<file path="config.mk">
export PLATFORM = sky130hd
export DESIGN_NAME = mips32_prog_loader
export DESIGN_NICKNAME = d
export VERILOG_FILES = /design/src/rtl/mips32_prog_loader.sv
export SDC_FILE = /design/constraint.sdc
export NUM_CORES = 1
export LEC_CHECK = 0
export CORE_MARGIN = 2
export CORE_UTILIZATION = 45
export CTS_CLUSTER_SIZE = 14
export DETAILED_ROUTE_END_ITERATION = 16
export PLACE_DENSITY = 0.7
export SYNTH_ARGS = -nofsm -noshare
export SYNTH_HDL_FRONTEND = slang
export SYNTH_SLANG_ARGS = --single-unit
</file>
<file path="constraint.sdc">
create_clock -name clk1 -period 2.42 [get_ports clk1]
set_input_delay 0.363 -clock clk1 [delete_from_list [all_inputs] [get_ports clk1]]
set_output_delay 0.363 -clock clk1 [all_outputs]
set_load 0.03 [all_outputs]
</file>
<file path="src/rtl/mips32_prog_loader.sv">
// mips32_prog_loader: boot-time program loader for the MIPS32 core.
// Assembles an MSB-first byte stream into 32-bit instruction words, writes
// them to instruction memory from BASE_ADDR upward while holding the core
// halted, and releases the core with a one-cycle start strobe once the HLT
// word (32'hFC000000) has been written.
// Optional build macro MIPS32_LOADER_CHECKSUM_EN: after the HLT word, one
// trailer byte must bring the 8-bit byte sum to zero before the core starts.
module mips32_prog_loader #(
    parameter int ADDR_W    = 10,
    parameter int MEM_DEPTH = 1024,
    parameter int BASE_ADDR = 0
) (
    input  logic              clk1,
    input  logic              rst_n,
    input  logic              start,
    input  logic              in_valid,
    input  logic [7:0]        in_data,
    output logic              in_ready,
    output logic              mem_we,
    output logic [ADDR_W-1:0] mem_addr,
    output logic [31:0]       mem_wdata,
    output logic              core_halt_hold,
    output logic              core_start,
    output logic              busy,
    output logic              done,
    output logic              err_overflow,
    output logic              err_checksum,
    output logic [ADDR_W:0]   word_count
);

    localparam logic [31:0]       HLT_WORD = 32'hFC000000;
    localparam logic [ADDR_W-1:0] BASE     = ADDR_W'(BASE_ADDR);
    localparam logic [ADDR_W:0]   DEPTH    = (ADDR_W+1)'(MEM_DEPTH);

    // S_HLT_WR is the cycle in which the HLT word is written when there is
    // no checksum trailer to wait for; it keeps core_start one cycle behind
    // the final write.
    typedef enum logic [2:0] {
        S_IDLE,
        S_LOAD,
        S_HLT_WR,
        S_CHECK,
        S_START,
        S_DONE,
        S_ERR
    } state_t;

    state_t            state_q, state_d;
    logic [1:0]        byte_idx_q, byte_idx_d;
    logic [23:0]       asm_q, asm_d;
    logic [ADDR_W-1:0] addr_q, addr_d;
    logic [ADDR_W:0]   count_q, count_d;
    logic              we_q, we_d;
    logic [31:0]       wdata_q, wdata_d;
    logic              err_ovf_q, err_ovf_d;
    logic              accept;
    logic              begin_load;
    logic [31:0]       word_full;
`ifdef MIPS32_LOADER_CHECKSUM_EN
    logic [7:0]        sum_q, sum_d;
    logic [7:0]        sum_next;
    logic              err_ck_q, err_ck_d;
`endif

    assign in_ready  = (state_q == S_LOAD) || (state_q == S_CHECK);
    assign accept    = in_valid & in_ready;
    assign word_full = {asm_q, in_data};
`ifdef MIPS32_LOADER_CHECKSUM_EN
    assign sum_next  = sum_q + in_data;
`endif

    // Next-state logic: byte assembly, word write scheduling, error detection
    always_comb begin
        state_d    = state_q;
        byte_idx_d = byte_idx_q;
        asm_d      = asm_q;
        addr_d     = addr_q;
        count_d    = count_q;
        we_d       = 1'b0;
        wdata_d    = wdata_q;
        err_ovf_d  = err_ovf_q;
        begin_load = 1'b0;
`ifdef MIPS32_LOADER_CHECKSUM_EN
        sum_d      = sum_q;
        err_ck_d   = err_ck_q;
`endif

        // The address and count advance on the edge that ends a write cycle.
        if (we_q) begin
            addr_d  = addr_q + 1'b1;
            count_d = count_q + 1'b1;
        end

        case (state_q)
            S_IDLE: begin
                begin_load = 1'b1;
                if (start) begin
                    state_d = S_LOAD;
                end
            end
            S_LOAD: begin
                if (accept) begin
`ifdef MIPS32_LOADER_CHECKSUM_EN
                    sum_d = sum_next;
`endif
                    if (byte_idx_q == 2'd3) begin
                        byte_idx_d = 2'd0;
                        if (count_q == DEPTH) begin
                            state_d   = S_ERR;
                            err_ovf_d = 1'b1;
                        end else begin
                            we_d    = 1'b1;
                            wdata_d = word_full;
                            if (word_full == HLT_WORD) begin
`ifdef MIPS32_LOADER_CHECKSUM_EN
                                state_d = S_CHECK;
`else
                                state_d = S_HLT_WR;
`endif
                            end
                        end
                    end else begin
                        asm_d      = {asm_q[15:0], in_data};
                        byte_idx_d = byte_idx_q + 2'd1;
                    end
                end
            end
            S_HLT_WR: begin
                state_d = S_START;
            end
`ifdef MIPS32_LOADER_CHECKSUM_EN
            S_CHECK: begin
                if (accept) begin
                    if (sum_next == 8'd0) begin
                        state_d = S_START;
                    end else begin
                        state_d  = S_ERR;
                        err_ck_d = 1'b1;
                    end
                end
            end
`endif
            S_START: begin
                state_d = S_DONE;
            end
            S_DONE: begin
                if (start) begin
                    begin_load = 1'b1;
                    state_d    = S_LOAD;
                end
            end
            S_ERR: begin
                if (start) begin
                    begin_load = 1'b1;
                    state_d    = S_LOAD;
                end
            end
            default: begin
                state_d = S_IDLE;
            end
        endcase

        // Every new load starts from a clean slate at BASE_ADDR.
        if (begin_load) begin
            byte_idx_d = 2'd0;
            addr_d     = BASE;
            count_d    = '0;
            err_ovf_d  = 1'b0;
`ifdef MIPS32_LOADER_CHECKSUM_EN
            sum_d      = 8'd0;
            err_ck_d   = 1'b0;
`endif
        end
    end

    // State and datapath registers; reset aborts any load and holds the core
    always_ff @(posedge clk1 or negedge rst_n) begin
        if (!rst_n) begin
            state_q    <= S_IDLE;
            byte_idx_q <= 2'd0;
            asm_q      <= '0;
            addr_q     <= BASE;
            count_q    <= '0;
            we_q       <= 1'b0;
            wdata_q    <= '0;
            err_ovf_q  <= 1'b0;
`ifdef MIPS32_LOADER_CHECKSUM_EN
            sum_q      <= 8'd0;
            err_ck_q   <= 1'b0;
`endif
        end else begin
            state_q    <= state_d;
            byte_idx_q <= byte_idx_d;
            asm_q      <= asm_d;
            addr_q     <= addr_d;
            count_q    <= count_d;
            we_q       <= we_d;
            wdata_q    <= wdata_d;
            err_ovf_q  <= err_ovf_d;
`ifdef MIPS32_LOADER_CHECKSUM_EN
            sum_q      <= sum_d;
            err_ck_q   <= err_ck_d;
`endif
        end
    end

    assign mem_we         = we_q;
    assign mem_addr       = addr_q;
    assign mem_wdata      = wdata_q;
    assign word_count     = count_q;
    assign err_overflow   = err_ovf_q;
    assign core_start     = (state_q == S_START);
    assign core_halt_hold = (state_q != S_START) && (state_q != S_DONE);
    assign done           = (state_q == S_DONE);
    assign busy           = (state_q == S_LOAD) || (state_q == S_CHECK) ||
                            (state_q == S_HLT_WR);
`ifdef MIPS32_LOADER_CHECKSUM_EN
    assign err_checksum   = err_ck_q;
`else
    assign err_checksum   = 1'b0;
`endif

endmodule

</file>
==> impl_metrics.ini, run 1 <==
[outcome]
outcome = complete, no violations

[finish]
final_cell_mix = dfrtp_1 (84), clkdlybuf4s50_1 (70), mux2_4 (29)
areaGrowthSynthToFinish_pct = 30.5
design_area_sq_mm = 0.00488
final_common_cell = dfrtp_1
final_util_pct = 60.0
n_antenna_cell = 0
layout-drive-gt1-share_pct = 24.2
nNetsFinal = 383

[die]
row_count = 33
start_util_pct = 45.9
dieArea_sq_mm = 0.00905
io_pins = 73
die_w_um = 95.1
coreArea_sq_mm = 0.00813
die_h_um = 95.1

[timing]
drv_slew = 0
fin_ws_ns = 0.147
setup_viol = 0
fin_setup_tns_ns = 0
slew_headroom_pct = 47.2
hold_viol_final = 0
min_period_ns = 2.27
rsz0062_at_grt = false
fmax_mhz = 440
finalCritPeriodShare_pct = 93.9
worst_pin_slew_ns = 0.789
finClkSkew_ns = 0.00958

[place]
placed_area_sq_mm = 0.00464
port_buffers = 71
hpwl_um = 5200
gp_congestion = 0.814
dpl_worst_slack_ns = -0.00481

[cts]
ctsLongestPathBuffers = 2
post_cts_buffers = 0
clk_pin_slew_ns = 0.09
cts-buffers-inserted = 9
cts_num_sinks = 84
clockRootBuffer = clkbuf_8
cts_resized = 0
htree_levels = 3
cts_tree = yes
insertion_delay_ns = 0.35

[logic_synthesis]
yosys_warnings = 0
syn_avg_cell_area_sq_um = 13.2
synth_seq_cells = 84
synth_area_sq_mm = 0.00374
synth_seq_area_share_pct = 56.2
synth.net_count = 299
yosysUniqueCellTypes = 39
synthCells = 283

[power]
finalPower_mw = 6.33
p_leak_nw = 2.08
peakVddDrop_uv = 829
powerDensity_mw_per_mm2 = 1300

[global_routing]
grt_use_met2_pct = 25.2
grt_overflow = 0
antenna_found_initial = 0
grt_pass1_vias = 2454
use_met1_pct = 26.7
gr-usage-all-layers_pct = 17.6
grt_pass1_wl_um = 12200
met3_usage_pct = 2.13
top_usage_layer = met1
grt_max_degree = 51

[setup_path]
critical-path-slowest-cell = nor3_4
crit_required_ns = 2.66
worstPathArrival_ns = 2.52
startpoint_type = flop
endpoint_kind = flop
crit_fanout = 22
path_cells = inv_1, ha_1, or4b_1, nor4_4, nor3_4, buf_12, mux2_2
path_class = flop to flop
cp_slowest_stage_delay_ns = 0.68

[routing]
viasPerCell = 5.11
wire_per_inst_um = 15.3
dr.pass1.iters = 4
vias = 2438
remaining_drc_errors = 0
drt_iter0_drc = 86
ant_nets = 0
routed_wl_um = 7310

[hold_path]
worst_hold_path_type = input pin to asynchronous set/reset pin

[run]
max_cap_viol_count = 0
## worst max-delay path, delay by kind of cell, from the launching register on
kind	cells	cell delay (ns)
multiplexers	1	0.35
AND/OR/NAND/NOR	3	0.94
adder cells (fa/ha/maj)	1	0.18
flip-flops	1	0.35
buffers and inverters	2	0.33
## layout make-up
class | count | area (sq um)
Inverter | 7 | 26.3
Fill cell | 679 | 3260
Timing Repair Buffer | 85 | 853
Multi-Input combinational cell | 180 | 1540
Clock inverter | 6 | 96.3
Tap cell | 105 | 131
Clock buffer | 10 | 128
Sequential cell | 84 | 2100
## metrics by stage
| stage | std cells | hold WS (ns) |
|---|---|---|
| after floorplan | 283 | 0.0674 |
| after global routing | 477 | 0.533 |
| after CTS | 477 | 0.505 |
| final | 477 | 0.495 |
| after global placement | 460 | 0.341 |
| after detailed placement | 460 | 0.343 |
## worst paths after layout
path,start,endpoint,slack (ns),cells past startpoint
max in group asynchronous,rst_n,mem_wdata[22]$_DFFE_PN0P_,1.31,3
worst min-delay path,rst_n,word_count[10]$_DFFE_PN0P_,0.49,2
worst max register to register,word_count[0]$_DFFE_PN0P_,mem_wdata[7]$_DFFE_PN0P_,0.15,7
worst max-delay path,word_count[0]$_DFFE_PN0P_,mem_wdata[7]$_DFFE_PN0P_,0.15,7
worst min register to register,err_overflow$_DFFE_PN0P_,err_overflow$_DFFE_PN0P_,0.50,2
min in group clk1,err_overflow$_DFFE_PN0P_,err_overflow$_DFFE_PN0P_,0.50,2
## where the power goes
part,switching [mW],total [mW],internal [mW]
Sequential,0.462,2.43,1.97
Clock,0.514,1.11,0.594
Combinational,1.33,2.79,1.46
Total,2.31,6.33,4.02
## layer usage
layer  wire [um]  part of all wire [%]  up-vias
li1            -                     -     1169
met1        3580                    49     1208
met2        3370                    46       49
met3         205                   2.8       12
met4         151                   2.1        0
met5           0                     0        -
## state kept, by name (all words and copies together) (netlist names)
register and count:
mem_wdata 32, asm_q 24, word_count 11, mem_addr 10, state_q 3, byte_idx_q 2
err_overflow 1, mem_we 1
## cells by family (layout without fill, tap and decap cells)
| kind of cell | after synthesis | count (layout) | share of synthesized area, % |
|---|---|---|---|
| flops | 84 | 84 | 56.2 |
| simple gates | 80 | 80 | 11.8 |
| mux | 60 | 60 | 20.9 |
| compound gates | 19 | 19 | 3.18 |
| buf+inv | 19 | 108 | 2.71 |
| xor+xnor | 16 | 16 | 3.75 |
| fa+ha+maj | 4 | 4 | 1.34 |
| other cells | 1 | 1 | 0.100 |
## Yosys cell counts
| master | instances | area (sq um) |
|---|---|---|
| a21oi_1 | 7 | 35.0 |
| nor3_1 | 7 | 35.0 |
| nor4_1 | 7 | 43.8 |
| nand4b_1 | 2 | 17.5 |
| nor2_1 | 28 | 105 |
| mux2i_1 | 4 | 40.0 |
| nor3_4 | 1 | 16.3 |
| nor2b_1 | 1 | 6.26 |
| nand2_1 | 12 | 45.0 |
| xnor2_1 | 10 | 87.6 |
| clkbuf_1 | 5 | 18.8 |
| o31ai_1 | 1 | 7.51 |
| nand4bb_1 | 1 | 11.3 |
| ha_1 | 4 | 50.1 |
| nand2b_1 | 1 | 6.26 |
| a211o_1 | 2 | 17.5 |
| a2bb2oi_1 | 1 | 8.76 |
| nor4_4 | 1 | 21.3 |
| buf_6 | 3 | 33.8 |
| or4b_1 | 1 | 10.0 |
| a32o_1 | 1 | 10.0 |
| o22ai_1 | 1 | 6.26 |
| xor2_1 | 6 | 52.6 |
| or4b_4 | 1 | 13.8 |
| buf_4 | 1 | 7.51 |
| a2111oi_0 | 1 | 8.76 |
| or3b_1 | 1 | 8.76 |
| inv_1 | 7 | 26.3 |
| conb_1 | 1 | 3.75 |
| and4_1 | 1 | 8.76 |
| nand4_1 | 5 | 31.3 |
| mux2_4 | 29 | 435 |
| nand3_1 | 3 | 15.0 |
| mux2_2 | 27 | 304 |
| or3_1 | 5 | 31.3 |
| dfrtp_1 | 84 | 2100 |
| buf_2 | 3 | 15.0 |
| o21ai_0 | 5 | 25.0 |
| or4_1 | 2 | 15.0 |
## timing repair
| item | 4_1_cts | 5_1_grt |
|---|---|---|
| hold buffers | 1 | 0 |
| hold endpoints to repair | 34 | 0 |
| setup endpoints to repair | 0 | 0 |
No activity file was read; power rests on OpenSTA's default activity.
==> run 2: changes to the inputs <==
- CAP_MARGIN: unset -> 20
==> results of run 2 <==
Final layout, timing and power as in run 1 (identical DEF).
==> run 3: changes to the inputs <==
- CORE_UTILIZATION: 45 -> 40
- PLACE_DENSITY: 0.7 -> 0.63
==> impl_metrics.ini, run 3 (synthesized netlist as in run 1, its figures left out) <==
[finish]
final_cell_mix = dfrtp_1 (84), clkdlybuf4s50_1 (70), mux2_4 (29)
design_area_sq_mm = 0.00479
nNetsFinal = 375
layout-drive-gt1-share_pct = 22.5
final_cells = 475
final_util_pct = 52.4
n_antenna_cell = 0
final_common_cell = dfrtp_1
areaGrowthSynthToFinish_pct = 28.3
largest_reg_flops = 32

[global_routing]
grt_pass1_wl_um = 12200
antenna_found_initial = 0
grt_overflow = 0
grt_max_degree = 45
gr-usage-all-layers_pct = 15.3
grt_pass1_vias = 2424

[power]
peakVddDrop_uv = 740
swShare_pct = 36.9
seqPwrFrac_pct = 40.0
p_leak_nw = 2.02
finalPower_mw = 6.13
p_clk_share_pct = 15.8
comb_power_share_pct = 44.3
p_sw_mw = 2.26
intPower_mw = 3.87
powerDensity_mw_per_mm2 = 1280

[routing]
viasPerCell = 5.11
ant_nets = 0
routed_wl_um = 7140
vias = 2427
wire_per_inst_um = 15.0
remaining_drc_errors = 0
dr.pass1.iters = 5
drt_iter0_drc = 98

[setup_path]
path_class = flop to output pin
cp_slowest_stage_delay_ns = 0.68
crit_fanout = 9
crit_buf_inv = 1
endpoint_kind = output pin
path_cells = nand2b_1, nor2_1, clkdlybuf4s50_1
critPathTopFamily = buffers and inverters
worstPathArrival_ns = 1.80
crit_required_ns = 2.06
startpoint_type = flop
critical-path-slowest-cell = clkdlybuf4s50_1

[place]
port_buffers = 71
placed_area_sq_mm = 0.00460
hpwl_um = 4850
dpl_worst_slack_ns = 0.323
dp_cells = 459
gp_congestion = 0.769

[timing]
drv_slew = 0
slew_headroom_pct = 61.8
hold_viol_final = 0
finalCritPeriodShare_pct = 89.4
rsz0062_at_grt = false
fin_ws_ns = 0.257
min_period_ns = 2.16
finClkSkew_ns = 0.0106
fin_setup_tns_ns = 0
holdWs_ns = 0.0198
worst_pin_slew_ns = 0.573
setup_viol = 0
fmax_mhz = 462

[die]
dieArea_sq_mm = 0.0101
start_util_pct = 40.8
row_count = 35
io_pins = 73
die_h_um = 101
coreArea_sq_mm = 0.00915
die_w_um = 101

[hold_path]
worst_hold_path_type = input pin to asynchronous set/reset pin

[cts]
htree_levels = 3
post_cts_buffers = 0
cts_resized = 0
cts_hold_buf = 0
clockRootBuffer = clkbuf_8
cts_tree = yes
clk_pin_slew_ns = 0.08
insertion_delay_ns = 0.34
cts_num_sinks = 84
cts-buffers-inserted = 9
ctsLongestPathBuffers = 2

[run]
max_cap_viol_count = 0

[outcome]
outcome = complete, no violations
[run 3: changes by cell type in the layout (fill, tap and decap cells not counted), sizes merged]
| cell | change |
|---|---|
| buf | -7 |
| bufinv | -1 |
| clkbuf | +1 |
| clkinv | +1 |
| clkinvlp | +1 |
| dlygate4sd3 | -1 |
| inv | -2 |
[run 3: final cells by class]
cell class	count	area, sq um
Tap cell	111	139
Inverter	7	26.3
Clock inverter	5	62.6
Fill cell	793	4360
Sequential cell	84	2100
Timing Repair Buffer	77	791
Multi-Input combinational cell	180	1540
Clock buffer	11	131
[run 3: path summary, 6_finish.rpt]
check,startpoint,end,slack (ns),depth (start not counted)
max in group asynchronous,rst_n,asm_q[15]$_DFFE_PN0P_,1.80,2
min in group clk1,mem_wdata[31]$_DFFE_PN0P_,mem_wdata[31]$_DFFE_PN0P_,0.51,1
hold reg to reg,mem_wdata[31]$_DFFE_PN0P_,mem_wdata[31]$_DFFE_PN0P_,0.51,1
hold / removal,rst_n,word_count[7]$_DFFE_PN0P_,0.02,1
setup reg to reg,word_count[0]$_DFFE_PN0P_,mem_wdata[24]$_DFFE_PN0P_,0.34,7
setup / recovery,state_q[1]$_DFFE_PN0P_,core_start,0.26,3
[run 3: power groups by stage]
stage	sequential [mW]	combinational, mW	clock (mW)
finish	2.45	2.71	0.967
floorplan	2.99	1.18	0
global route	2.56	2.88	1.06
global placement	2.48	2.70	0
CTS	2.47	2.74	1.00
detailed placement	2.48	2.74	0
[run 3: metal layers]
metal | part of all wire, % | GRT usage, % | routed length [um]
met5 | 0 | 0 | 0
met4 | 1.2 | 3.58 | 83
met3 | 4.8 | 4.65 | 344
met2 | 45 | 22.8 | 3210
met1 | 49 | 21.9 | 3500
